==> src/rtl/key_pulse_pkg.sv <==
// Shared types and default constants for the key pulse generator.
// Auto-repeat is enabled by defining KEY_AUTOREPEAT_EN at build time.
package key_pulse_pkg;

  typedef enum logic [1:0] {
    IDLE       = 2'd0,
    PRESS_DB   = 2'd1,
    HELD       = 2'd2,
    RELEASE_DB = 2'd3
  } key_state_t;

  localparam int DEF_N_KEYS              = 4;
  localparam int DEF_DEBOUNCE_CYCLES     = 1000000;
  localparam int DEF_REPEAT_DELAY_CYCLES = 25000000;
  localparam int DEF_REPEAT_RATE_CYCLES  = 5000000;

  function automatic int max3(input int a, input int b, input int c);
    int m;
    m = a;
    if (b > m) m = b;
    if (c > m) m = c;
    return m;
  endfunction

endpackage

==> src/rtl/key_debounce_ch.sv <==
// One key channel: 2-flop synchronizer, debounce FSM and optional auto-repeat.
// Auto-repeat logic exists only when KEY_AUTOREPEAT_EN is defined.
module key_debounce_ch
  import key_pulse_pkg::*;
#(
  parameter int DEBOUNCE_CYCLES     = DEF_DEBOUNCE_CYCLES,
  parameter int REPEAT_DELAY_CYCLES = DEF_REPEAT_DELAY_CYCLES,
  parameter int REPEAT_RATE_CYCLES  = DEF_REPEAT_RATE_CYCLES
) (
  input  logic clk,
  input  logic rst,
  input  logic key_n,
  output logic pulse,
  output logic level
);

  localparam int CNT_MAXVAL = max3(DEBOUNCE_CYCLES, REPEAT_DELAY_CYCLES, REPEAT_RATE_CYCLES);
  localparam int CNT_W = ($clog2(CNT_MAXVAL) < 1) ? 1 : $clog2(CNT_MAXVAL);
  localparam logic [CNT_W-1:0] DB_LAST = CNT_W'(DEBOUNCE_CYCLES - 1);
`ifdef KEY_AUTOREPEAT_EN
  localparam logic [CNT_W-1:0] DELAY_LAST = CNT_W'(REPEAT_DELAY_CYCLES - 1);
  localparam logic [CNT_W-1:0] RATE_LAST  = CNT_W'(REPEAT_RATE_CYCLES - 1);
`endif

  logic [1:0]       sync;
  logic             pressed;
  key_state_t       state;
  logic [CNT_W-1:0] cnt;
`ifdef KEY_AUTOREPEAT_EN
  logic             repeating;
`endif

  function automatic logic [CNT_W-1:0] sat_inc(input logic [CNT_W-1:0] v);
    return (v == {CNT_W{1'b1}}) ? v : v + 1'b1;
  endfunction

  // Synchronizer resets to the released level so reset never looks like a press.
  always_ff @(posedge clk or posedge rst) begin
    if (rst) sync <= 2'b11;
    else     sync <= {sync[0], key_n};
  end

  assign pressed = ~sync[1];

  always_ff @(posedge clk or posedge rst) begin
    if (rst) begin
      state <= IDLE;
      cnt   <= '0;
      pulse <= 1'b0;
      level <= 1'b0;
`ifdef KEY_AUTOREPEAT_EN
      repeating <= 1'b0;
`endif
    end else begin
      pulse <= 1'b0;
      case (state)
        IDLE: begin
          if (pressed) begin
            state <= PRESS_DB;
            cnt   <= '0;
          end
        end
        PRESS_DB: begin
          if (!pressed) begin
            state <= IDLE;
            cnt   <= '0;
          end else if (cnt == DB_LAST) begin
            state <= HELD;
            cnt   <= '0;
            pulse <= 1'b1;
            level <= 1'b1;
`ifdef KEY_AUTOREPEAT_EN
            repeating <= 1'b0;
`endif
          end else begin
            cnt <= sat_inc(cnt);
          end
        end
        HELD: begin
          if (!pressed) begin
            state <= RELEASE_DB;
            cnt   <= '0;
          end else begin
`ifdef KEY_AUTOREPEAT_EN
            // First repeat waits the long delay, later ones the rate; never back-to-back.
            if ((cnt >= (repeating ? RATE_LAST : DELAY_LAST)) && !pulse) begin
              pulse     <= 1'b1;
              cnt       <= '0;
              repeating <= 1'b1;
            end else begin
              cnt <= sat_inc(cnt);
            end
`endif
          end
        end
        RELEASE_DB: begin
          if (pressed) begin
            state <= HELD;
            cnt   <= '0;
          end else if (cnt == DB_LAST) begin
            state <= IDLE;
            cnt   <= '0;
            level <= 1'b0;
          end else begin
            cnt <= sat_inc(cnt);
          end
        end
        default: begin
          state <= IDLE;
          cnt   <= '0;
        end
      endcase
    end
  end

endmodule

==> src/rtl/key_pulse_gen.sv <==
// Debounced one-shot pulse generator for N_KEYS active-low pushbuttons.
// Define KEY_AUTOREPEAT_EN to add hold-to-repeat pulses.
module key_pulse_gen
  import key_pulse_pkg::*;
#(
  parameter int N_KEYS              = DEF_N_KEYS,
  parameter int DEBOUNCE_CYCLES     = DEF_DEBOUNCE_CYCLES,
  parameter int REPEAT_DELAY_CYCLES = DEF_REPEAT_DELAY_CYCLES,
  parameter int REPEAT_RATE_CYCLES  = DEF_REPEAT_RATE_CYCLES
) (
  input  logic              CLOCK_50,
  input  logic              RESET,
  input  logic [N_KEYS-1:0] KEY,
  output logic [N_KEYS-1:0] KEY_PULSE,
  output logic [N_KEYS-1:0] KEY_LEVEL
);

  for (genvar i = 0; i < N_KEYS; i++) begin : g_ch
    key_debounce_ch #(
      .DEBOUNCE_CYCLES    (DEBOUNCE_CYCLES),
      .REPEAT_DELAY_CYCLES(REPEAT_DELAY_CYCLES),
      .REPEAT_RATE_CYCLES (REPEAT_RATE_CYCLES)
    ) u_ch (
      .clk  (CLOCK_50),
      .rst  (RESET),
      .key_n(KEY[i]),
      .pulse(KEY_PULSE[i]),
      .level(KEY_LEVEL[i])
    );
  end

endmodule

==> config.mk <==
export PLATFORM = sky130hd
export DESIGN_NAME = key_pulse_gen
export DESIGN_NICKNAME = d
export VERILOG_FILES = /design/src/rtl/key_pulse_pkg.sv /design/src/rtl/key_debounce_ch.sv /design/src/rtl/key_pulse_gen.sv
export SDC_FILE = /design/constraint.sdc
export NUM_CORES = 1
export LEC_CHECK = 0
export ABC_AREA = 1
export BUFFER_PORTS_ARGS = -buffer_cell sky130_fd_sc_hd__buf_2
export CAP_MARGIN = 10
export CORE_UTILIZATION = 56
export CTS_BUF_LIST = sky130_fd_sc_hd__clkbuf_8
export DETAILED_ROUTE_END_ITERATION = 8
export PLACE_DENSITY_LB_ADDON = 0.15
export SYNTH_ARGS = -nofsm -noshare
export SYNTH_HDL_FRONTEND = slang
export SYNTH_HIERARCHICAL = 1
export SYNTH_SLANG_ARGS = --single-unit
==> constraint.sdc <==
create_clock -name CLOCK_50 -period 2.3 [get_ports CLOCK_50]
set_input_delay 0.115 -clock CLOCK_50 [delete_from_list [all_inputs] [get_ports CLOCK_50]]
set_output_delay 0.115 -clock CLOCK_50 [all_outputs]
set_load 0.05 [all_outputs]
==> results of run 1 <==
==> what timing repair did <==
item	in CTS	in global routing
resized for setup	0	1
setup endpoints to repair	0	13
endpoints found under the hold margin	90	0
hold buffers	5	0
==> worst register-to-register path, cell delays in order (launching register included) <==
cell and delay (ps):
dfrtp_1 410, ha_1 280, nand2_2 100, nor2_4 160, nand2_4 80, nor2_4 170, nand3_4 340, nand2_1 250
nand2_1 100, nand2_1 70, o21bai_1 70
==> routing by layer <==
| metal | track usage, % | part of all wire (%) |
|---|---|---|
| met2 | 39.7 | 46 |
| met1 | 36.0 | 49 |
| met4 | 8.11 | 0.94 |
| met3 | 4.26 | 3.6 |
| met5 | 0 | 0 |
==> sequential cells by signal, indices dropped and copies added, names as in the netlist, named ones only <==
register,flops
g_ch.u_ch/cnt,100
g_ch.u_ch/level,4
g_ch.u_ch/pulse,4
g_ch.u_ch/state,4
g_ch.u_ch/sync,8
==> stage by stage <==
stage	setup WS [ps]	cell area [µm²]	util (%)	cells	hold slack, ps
final	167	8880	61.1	1402	303
after global routing	1.72	8880	61.1	1402	286
after CTS	164	8860	61.0	1401	274
after detailed placement	230	8400	57.8	1366	221
after global placement	270	8400	57.8	1366	220
after floorplan	638	8320	-	1193	119
==> layout by cell type, fill, tap and decap left out, types with 4 or more instances in the layout <==
cell           Yosys  routed
nor2_4            12      12
nand3_1          152     152
o21ai_1           32      32
bufinv_16          0       4
ha_1               4       4
a21oi_1           36      36
buf_4              0      12
dlygate4sd3_1      0       5
nand3_4            4       5
inv_2              4       4
and2_1             4       4
o211ai_2           6       6
o21ai_0           12      12
nand4_1           42      42
nor2_1           125     125
nand2_1          364     364
nand3b_1           8       8
buf_2             10      13
a21oi_2            6       6
nand3_2           16      16
o31ai_1            4       4
dfstp_2            8       8
inv_1            138     141
nor4_1             4       4
clkbuf_8           0      18
dfrtp_1          116     116
clkinv_2           0       5
nor2_2             5       5
nand2_2           21      21
nor3_1            17      17
==> cells in the mapped netlist (8+ instances only) <==
master | number | area share (%)
a21oi_1 | 36 | 2.2
buf_2 | 10 | 0.60
buf_6 | 23 | 3.1
dfrtp_1 | 116 | 35
dfstp_2 | 8 | 2.5
inv_1 | 138 | 6.2
nand2_1 | 364 | 16
nand2_2 | 21 | 1.6
nand3_1 | 152 | 9.1
nand3_2 | 16 | 1.9
nand3b_1 | 8 | 0.72
nand4_1 | 42 | 3.2
nor2_1 | 125 | 5.6
nor2_4 | 12 | 1.6
nor3_1 | 17 | 1.0
o21ai_0 | 12 | 0.72
o21ai_1 | 32 | 1.9
==> final timing paths <==
path | startpoint | end | slack, ps | cells after the start
max reg2reg | g_ch[3].u_ch/cnt[0]$_DFFE_PP0P_ | g_ch[3].u_ch/cnt[8]$_DFFE_PP0P_ | 170 | 10
min in group CLOCK_50 | KEY[1] | g_ch[1].u_ch/sync[0]$_DFF_PP1_ | 310 | 2
min reg2reg | g_ch[0].u_ch/sync[0]$_DFF_PP1_ | g_ch[0].u_ch/sync[1]$_DFF_PP1_ | 360 | 0
max | g_ch[3].u_ch/cnt[0]$_DFFE_PP0P_ | g_ch[3].u_ch/cnt[8]$_DFFE_PP0P_ | 170 | 10
max in group asynchronous | RESET | g_ch[3].u_ch/sync[0]$_DFF_PP1_ | 1280 | 4
min | RESET | g_ch[3].u_ch/cnt[15]$_DFFE_PP0P_ | 300 | 3
==> cell type report <==
class                      instances  area share (%)
multi-input combinational        891            49.2
clock inverter                    12            1.76
timing repair buffer              31            2.54
tap                              184            2.59
clock buffer                      18            2.79
inverter                         142            6.01
sequential                       124            35.1
==> logic make-up after synthesis <==
family / share of synthesized area [%]
simple gates: 43.2
compound gates: 7.83
fa+ha+maj: 0.601
flops: 37.4
buf+inv: 10.3
xor+xnor: 0.692
==> power by group through the flow <==
| stage | combinational [mW] | clock [mW] | sequential, mW |
|---|---|---|---|
| 3_3_place_gp | 1.53 | 0 | 2.59 |
| 2_1_floorplan | 1.27 | 0 | 2.56 |
| 4_1_cts | 1.55 | 2.11 | 2.56 |
| 5_1_grt | 1.75 | 2.18 | 2.59 |
| 6_report | 1.55 | 2.05 | 2.56 |
| 3_5_place_dp | 1.53 | 0 | 2.60 |
==> out/qor.yml, run 1 <==
routing:
  first_iter_violations: 659
  final_antenna_net_count: 0
  wl_mm: 18.5
  vias: 7553
  viasPerCell: 5.39
  firstDrtPassIters: 5
  avgRoutedWirePerCell_um: 13.2
  drc: 0
critical_path:
  start_kind: "flip-flop"
  crit_path_end_kind: "flip-flop"
  crit_path_max_incr_delay_ps: 410
  worstSetupPathType: "flip-flop to flip-flop"
  path_max_fanout: 36
  required_ps: 2630
  crit_path_frequent_cell: "nand2_1"
  path_buf_inv: 0
  cp.arrival_ps: 2470
  crit_family: "simple AND/OR/NAND/NOR gates"
  crit_chain: "ha_1 -> nand2_2 -> nor2_4 -> nand2_4 -> nor2_4 -> nand3_4 -> nand2_1 -> nand2_1 -> nand2_1 -> o21bai_1"
  cpMaxStageDelayCell: "dfrtp_1"
sta:
  period_share_pct: 92.7
  finalSetupViolCount: 0
  hold_violations: 0
  rsz0062_at_grt: "false"
  relSlewSlack_pct: 54.7
  clock_skew_ps: 11.7
  max_freq_ghz: 0.469
  min_period_ps: 2130
  fin_tns_setup_ps: 0
  slew_violations: 0
  worst_pin_slew_ps: 678
power_and_ir_drop:
  ir_worst_vdd_uv: 1040
  p_per_area_nw_per_um2: 694
  p_int_mw: 3.94
  power_mw: 6.16
  swShare_pct: 36.0
  p_comb_share_pct: 25.2
  clkPwrFrac_pct: 33.3
  switching_power_mw: 2.22
  p_seq_share_pct: 41.5
  p_leak_nw: 4.11
cts:
  insertion_delay_ps: 460
  cts_tree: "done"
  htree_levels: 4
  cts_setup_buffers: 0
  clkSinkCount: 124
  clock-root-buffer: "clkbuf_8"
  cts_buffer_depth: 2
  clk_pin_slew_ps: 70
  numCtsBuffers: 17
hold_path:
  min_path_type: "primary input to asynchronous set/reset pin"
synth:
  yosysWarnings: 6
  synth.distinct_cells: 35
  synthFlopType: "dfrtp_1"
  async_flop_share_pct: 100
  synth-seq-cells: 124
  syn_area_um2: 8320
  avgSynthCellArea_um2: 6.98
  synth_edf_count: 0
  mappedNetlistNets: 1203
  syn_inst: 1193
  ys_seq_area_share_pct: 37.4
final_layout:
  synthToLayoutAreaGrowth_pct: 6.64
  fillers: 1363
  num_antenna_cells: 0
  nets: 1217
  final_layout_size_suffix_gt1_share_pct: 11.7
  multiInputGateArea_um2: 4370
  register_area_um2: 3110
grt:
  grt_pass1_vias: 6639
  track_usage_pct: 25.5
  grt_start_max_net_pins: 41
  antenna_found_initial: 0
  gr-total-overflow: 0
  grt_pass1_wl_mm: 30.9
floorplan:
  chipWidth_um: 124
  core_um2: 14500
  dieArea_um2: 15400
  initial_core_util_pct: 57.3
  rows: 44
  die_height_um: 124
  ioPinCount: 14
place:
  io_buffers: 13
  place_hpwl_mm: 12.3
  place.gp.congestion: 0.852
outcome:
  outcome: "finished, final reports clean"
run:
  drv_cap: 0
(Power assumes the default switching activity.)
==> inputs of run 2 (changes only) <==
- CAP_MARGIN: 10 -> 20
- CORE_UTILIZATION: 56 -> 25
==> out/qor.yml, run 2 (same netlist as run 1, synthesis figures left out) <==
outcome:
  outcome: "finished, final reports clean"
hold_path:
  min_path_cells: 2
  min_to: "g_ch[2].u_ch/sync[0]$_DFF_PP1_"
  min_path_type: "primary input to flip-flop"
  min-delay-start: "KEY[2]"
grt:
  gr-total-overflow: 0  # unchanged
  track_usage_pct: 13.7  # -12 points
  antenna_found_initial: 0  # unchanged
  grt_start_max_net_pins: 32  # -22%
  grt_pass1_vias: 7318  # +10%
  grt_pass1_wl_mm: 37.2  # +21%
sta:
  fin_tns_setup_ps: 0  # unchanged
  setup_ws_ps: 319  # +152 ps
  hold_violations: 0  # unchanged
  finalSetupViolCount: 0  # unchanged
  worst_pin_slew_ps: 562  # -116 ps
  relSlewSlack_pct: 62.4  # +7.7 points
  clock_skew_ps: 17.0  # +5.33 ps
  slew_violations: 0  # unchanged
  min_period_ps: 1980  # -152 ps
  period_share_pct: 86.1  # -6.6 points
  max_freq_ghz: 0.505  # +7.6%
  rsz0062_at_grt: "false"
power_and_ir_drop:
  ir_worst_vdd_uv: 742  # -29%
  p_per_area_nw_per_um2: 669  # -3.7%
  p_leak_nw: 4.16  # +1.2%
critical_path:
  path_max_fanout: 31  # -14%
  r2r_cells: 11  # +1
  crit_path_max_incr_delay_ps: 410  # about the same
  r2r_slack_ps: 320  # +150 ps
  required_ps: 2640  # about the same
  crit_path_end_kind: "flip-flop"
  r2r_start: "g_ch[1].u_ch/cnt[0]$_DFFE_PP0P_"
  worstReg2RegEnd: "g_ch[1].u_ch/cnt[21]$_DFFE_PP0P_"
  cp.arrival_ps: 2320  # -150 ps
  crit_chain: "ha_1 -> nand2_2 -> nor2_4 -> nand2_2 -> nor2_4 -> nand3_4 -> buf_12 -> nand3_1 -> nand2_1 -> nand3_1 -> nand2_1"
  worstSetupPathType: "flip-flop to flip-flop"
  start_kind: "flip-flop"
  cpMaxStageDelayCell: "dfrtp_1"
final_layout:
  mostFrequentLayoutCells: "nand2_1 (364), nand3_1 (152), inv_1 (140)"
  top_regs: "g_ch.u_ch/cnt (100), g_ch.u_ch/sync (8)"
  largest_reg_flops: 100  # unchanged
  nets: 1225  # +0.66%
  max_flop_register: "g_ch.u_ch/cnt"
  num_antenna_cells: 0  # unchanged
  final_common_cell: "nand2_1"
  final_layout_size_suffix_gt1_share_pct: 12.5  # +0.80 points
  synthToLayoutAreaGrowth_pct: 11.5
routing:
  first_iter_violations: 462  # -30%
  viasPerCell: 4.43  # -18%
  drc: 0  # unchanged
  avgRoutedWirePerCell_um: 12.9  # -2.2%
  wl_mm: 21.5  # +17%
  final_antenna_net_count: 0  # unchanged
  firstDrtPassIters: 7  # +2
  vias: 7402  # -2.0%
cts:
  insertion_delay_ps: 460  # about the same
  clkSinkCount: 124  # unchanged
  cts_setup_buffers: 0  # unchanged
  cts_buffer_depth: 2  # unchanged
  numCtsBuffers: 17  # unchanged
  clk_pin_slew_ps: 80  # about the same
  htree_levels: 4  # unchanged
  clock-root-buffer: "clkbuf_8"
  cts_tree: "done"
  cts_hold_buf: 5  # unchanged
  cts_resized: 0  # unchanged
floorplan:
  ioPinCount: 14  # unchanged
  dieArea_um2: 34000  # +120%
  chipWidth_um: 184  # +49%
  rows: 66  # +50%
  core_um2: 32600  # +120%
  initial_core_util_pct: 25.5  # -32 points
  die_height_um: 184  # +49%
place:
  place_hpwl_mm: 14.8  # +20%
  place.gp.congestion: 0.746  # -12%
  post-place-ws_ps: 290  # +60.0 ps
  io_buffers: 13  # unchanged
run:
  drv_cap: 0  # unchanged
-- run 2: changes by cell type in the layout (fill, tap and decap cells not counted) --
| cell | change |
|---|---|
| buf_12 | +3 |
| buf_4 | +6 |
| bufinv_16 | -1 |
| clkinv_4 | +1 |
| clkinvlp_4 | +3 |
| inv_1 | -1 |
| nand3_4 | -1 |
-- run 2: how the worst max path moves through the flow --
stage | endpoint | cells past startpoint | from | slack (ps)
after floorplan | g_ch[3].u_ch/cnt[18]$_DFFE_PP0P_ | 11 | g_ch[3].u_ch/cnt[0]$_DFFE_PP0P_ | 640
after global placement | g_ch[1].u_ch/cnt[16]$_DFFE_PP0P_ | 10 | g_ch[1].u_ch/cnt[0]$_DFFE_PP0P_ | 320
after detailed placement | g_ch[1].u_ch/cnt[11]$_DFFE_PP0P_ | 10 | g_ch[1].u_ch/cnt[0]$_DFFE_PP0P_ | 290
after CTS | g_ch[1].u_ch/cnt[14]$_DFFE_PP0P_ | 10 | g_ch[1].u_ch/cnt[0]$_DFFE_PP0P_ | 290
after global routing | g_ch[1].u_ch/cnt[19]$_DFFE_PP0P_ | 11 | g_ch[1].u_ch/cnt[0]$_DFFE_PP0P_ | 100
final | g_ch[1].u_ch/cnt[21]$_DFFE_PP0P_ | 11 | g_ch[1].u_ch/cnt[0]$_DFFE_PP0P_ | 320
-- run 2: layout make-up --
class                           count  area [µm²]
Fill cell                        3604       23300
Multi-Input combinational cell    890        4350
Sequential cell                   124        3110
Tap cell                          442         553
Inverter                          142         533
Timing Repair Buffer               40         330
Clock buffer                       18         248
Clock inverter                     14         154
-- run 2: where the power goes --
part           internal, mW  switching, mW  total (mW)  leakage [nW]
sequential             2.34          0.225        2.56          1.68
clock                  1.08          0.979        2.06         0.207
combinational         0.430           1.15        1.58          2.27
total                  3.85           2.36        6.21          4.15
-- run 2: layer usage --
layer  vias up  GRT usage [%]  share of wire [%]
met5         -              0                  0
met4         0           3.97               0.96
met3        11           2.33                1.7
met2        52           22.7                 46
met1      3442           18.1                 51
li1       3897              -                  -
-- run 2: worst max-delay path: cells and delay by family (launching register included) --
kind / cells / cell delay (ps)
buffers and inverters: 1 / 220
flip-flops: 1 / 410
adder cells (fa/ha/maj): 1 / 280
AND/OR/NAND/NOR: 9 / 950
-- run 2: per-stage QoR --
| stage | hold WS, ps | cells | cell area, µm² | total power [mW] | util, % |
|---|---|---|---|---|---|
| after floorplan | 119 | 1193 | 8320 | 3.83 | - |
| after global placement | 221 | 1633 | 8830 | 4.24 | 27.1 |
| after detailed placement | 221 | 1633 | 8830 | 4.23 | 27.1 |
| after CTS | 259 | 1670 | 9280 | 6.35 | 28.5 |
| after global routing | 268 | 1670 | 9280 | 6.66 | 28.5 |
| final | 299 | 1670 | 9280 | 6.21 | 28.5 |
==> inputs of run 3 (changes only) <==
- BUFFER_PORTS_ARGS: -buffer_cell sky130_fd_sc_hd__buf_2 -> -buffer_cell sky130_fd_sc_hd__buf_4
==> out/qor.yml, run 3 (same netlist as run 1, synthesis figures left out) <==
sta:
  fin_tns_setup_ps: 0  # unchanged
  period_share_pct: 89.6  # +3.4 points
  clock_skew_ps: 14.3  # -2.72 ps
  timing.hold.ws_ps: 328  # +29.1 ps
  worst_pin_slew_ps: 547  # -15.6 ps
  hold_violations: 0  # unchanged
  slew_violations: 0  # unchanged
  setup_ws_ps: 240  # -79.2 ps
  min_period_ps: 2060  # +79.2 ps
  finalSetupViolCount: 0  # unchanged
  max_freq_ghz: 0.485  # -3.8%
  relSlewSlack_pct: 63.4  # +1.0 points
  rsz0062_at_grt: "false"
routing:
  viasPerCell: 4.47  # +0.77%
  wl_mm: 21.5  # -0.13%
  first_iter_violations: 470  # +1.7%
  firstDrtPassIters: 6  # -1
  final_antenna_net_count: 0  # unchanged
  avgRoutedWirePerCell_um: 12.9  # -0.13%
  vias: 7459  # +0.77%
  drc: 0  # unchanged
final_layout:
  multiInputGateArea_um2: 4350  # unchanged
  top_regs: "g_ch.u_ch/cnt (100), g_ch.u_ch/sync (8)"
  mostFrequentLayoutCells: "nand2_1 (364), nand3_1 (152), inv_1 (143)"
  synthToLayoutAreaGrowth_pct: 12.2
  final_common_cell: "nand2_1"
  finalInstanceArea_um2: 9340  # +0.55%
  fillers: 3576  # -0.78%
  max_flop_register: "g_ch.u_ch/cnt"
  num_antenna_cells: 0  # unchanged
  final_layout_size_suffix_gt1_share_pct: 12.3  # -0.24 points
  register_area_um2: 3110  # unchanged
  largest_reg_flops: 100  # unchanged
  nets: 1225  # unchanged
cts:
  clkSinkCount: 124  # unchanged
  numCtsBuffers: 17  # unchanged
  cts_buffer_depth: 2  # unchanged
  insertion_delay_ps: 440  # -20 ps
  clock-root-buffer: "clkbuf_8"
  clk_pin_slew_ps: 70  # about the same
  cts_setup_buffers: 0  # unchanged
  cts_tree: "done"
  htree_levels: 4  # unchanged
place:
  post-place-ws_ps: 277  # -13.5 ps
  place.gp.congestion: 0.741  # -0.63%
  placed_area_um2: 8860  # +0.37%
  io_buffers: 13  # unchanged
  place_hpwl_mm: 14.7  # -0.60%
floorplan:
  rows: 66  # unchanged
  die_height_um: 184  # unchanged
  ioPinCount: 14  # unchanged
  initial_core_util_pct: 25.5  # unchanged
  chipWidth_um: 184  # unchanged
  core_um2: 32600  # unchanged
  dieArea_um2: 34000  # unchanged
grt:
  grt_pass1_vias: 7227  # -1.2%
  antenna_found_initial: 0  # unchanged
  gr-total-overflow: 0  # unchanged
  track_usage_pct: 13.6  # -0.13 points
  grt_pass1_wl_mm: 36.7  # -1.3%
  grt_start_max_net_pins: 33  # +3.1%
hold_path:
  min_path_type: "primary input to flip-flop"
  min_path_cells: 2  # unchanged
  min-delay-start: "KEY[0]"
critical_path:
  start_kind: "flip-flop"
  worstSetupPathType: "flip-flop to flip-flop"
  r2r_start: "g_ch[1].u_ch/cnt[0]$_DFFE_PP0P_"
  required_ps: 2650  # about the same
  r2r_cells: 10  # -1
  path_max_fanout: 23  # -26%
  crit_path_end_kind: "flip-flop"
  setup.worst_path.start: "g_ch[1].u_ch/cnt[0]$_DFFE_PP0P_"
  cp.arrival_ps: 2410  # +90 ps
power_and_ir_drop:
  p_leak_nw: 4.19  # +0.80%
  p_per_area_nw_per_um2: 676  # +0.99%
  ir_worst_vdd_uv: 491  # -34%
  power_mw: 6.31  # +1.5%
run:
  drv_cap: 0  # unchanged
outcome:
  outcome: "finished, final reports clean"
[run 3: final timing paths]
check                                              endpoint  slack (ps)
max reg2reg                g_ch[1].u_ch/cnt[12]$_DFFE_PP0P_         240
min in group asynchronous   g_ch[1].u_ch/cnt[2]$_DFFE_PP0P_         370
max                        g_ch[1].u_ch/cnt[12]$_DFFE_PP0P_         240
min                          g_ch[0].u_ch/sync[0]$_DFF_PP1_         330
min reg2reg                  g_ch[1].u_ch/sync[1]$_DFF_PP1_         360
max in group asynchronous    g_ch[3].u_ch/sync[1]$_DFF_PP1_        1590
[run 3: timing repair]
item	in CTS	in global routing
hold buffers	5	0
endpoints found under the hold margin	120	0
resized for setup	0	0
[run 3: power by group]
| part | leakage, nW | total, mW | switching [mW] | internal (mW) |
|---|---|---|---|---|
| Clock | 0.235 | 2.14 | 0.930 | 1.21 |
| Combinational | 2.27 | 1.60 | 1.17 | 0.432 |
| Sequential | 1.68 | 2.56 | 0.221 | 2.34 |
| Total | 4.19 | 6.31 | 2.32 | 3.98 |
[run 3: final cells by class]
type / instances / share of cell area (%)
Clock inverter: 13 / 1.70
Clock buffer: 19 / 2.80
Timing Repair Buffer: 40 / 3.89
Sequential cell: 124 / 33.3
Inverter: 142 / 5.71
Multi-Input combinational cell: 890 / 46.6
Tap cell: 442 / 5.92
[run 3: stage by stage]
| stage | std cells | util, % |
|---|---|---|
| 2_1_floorplan | 1193 | - |
| 3_3_place_gp | 1633 | 27.2 |
| 3_5_place_dp | 1633 | 27.2 |
| 4_1_cts | 1670 | 28.6 |
| 5_1_grt | 1670 | 28.6 |
| 6_report | 1670 | 28.6 |
[run 3: layer usage]
metal	up-vias	GRT usage (%)	routed length [µm]
met2	72	22.6	10000
li1	3902	-	-
met3	12	2.15	424
met5	-	0	0
met1	3473	18.0	10800
met4	0	3.70	203
[run 3: worst max-delay path: stages (launching register included)]
cell     delay [ps]
dfrtp_1         430
ha_1            290
nand2_2         120
nor2_4           50
nand2_1          90
nor2_1           60
nand3_1         140
nand2_2         110
inv_2           410
nand2_1         120
a21oi_1         160
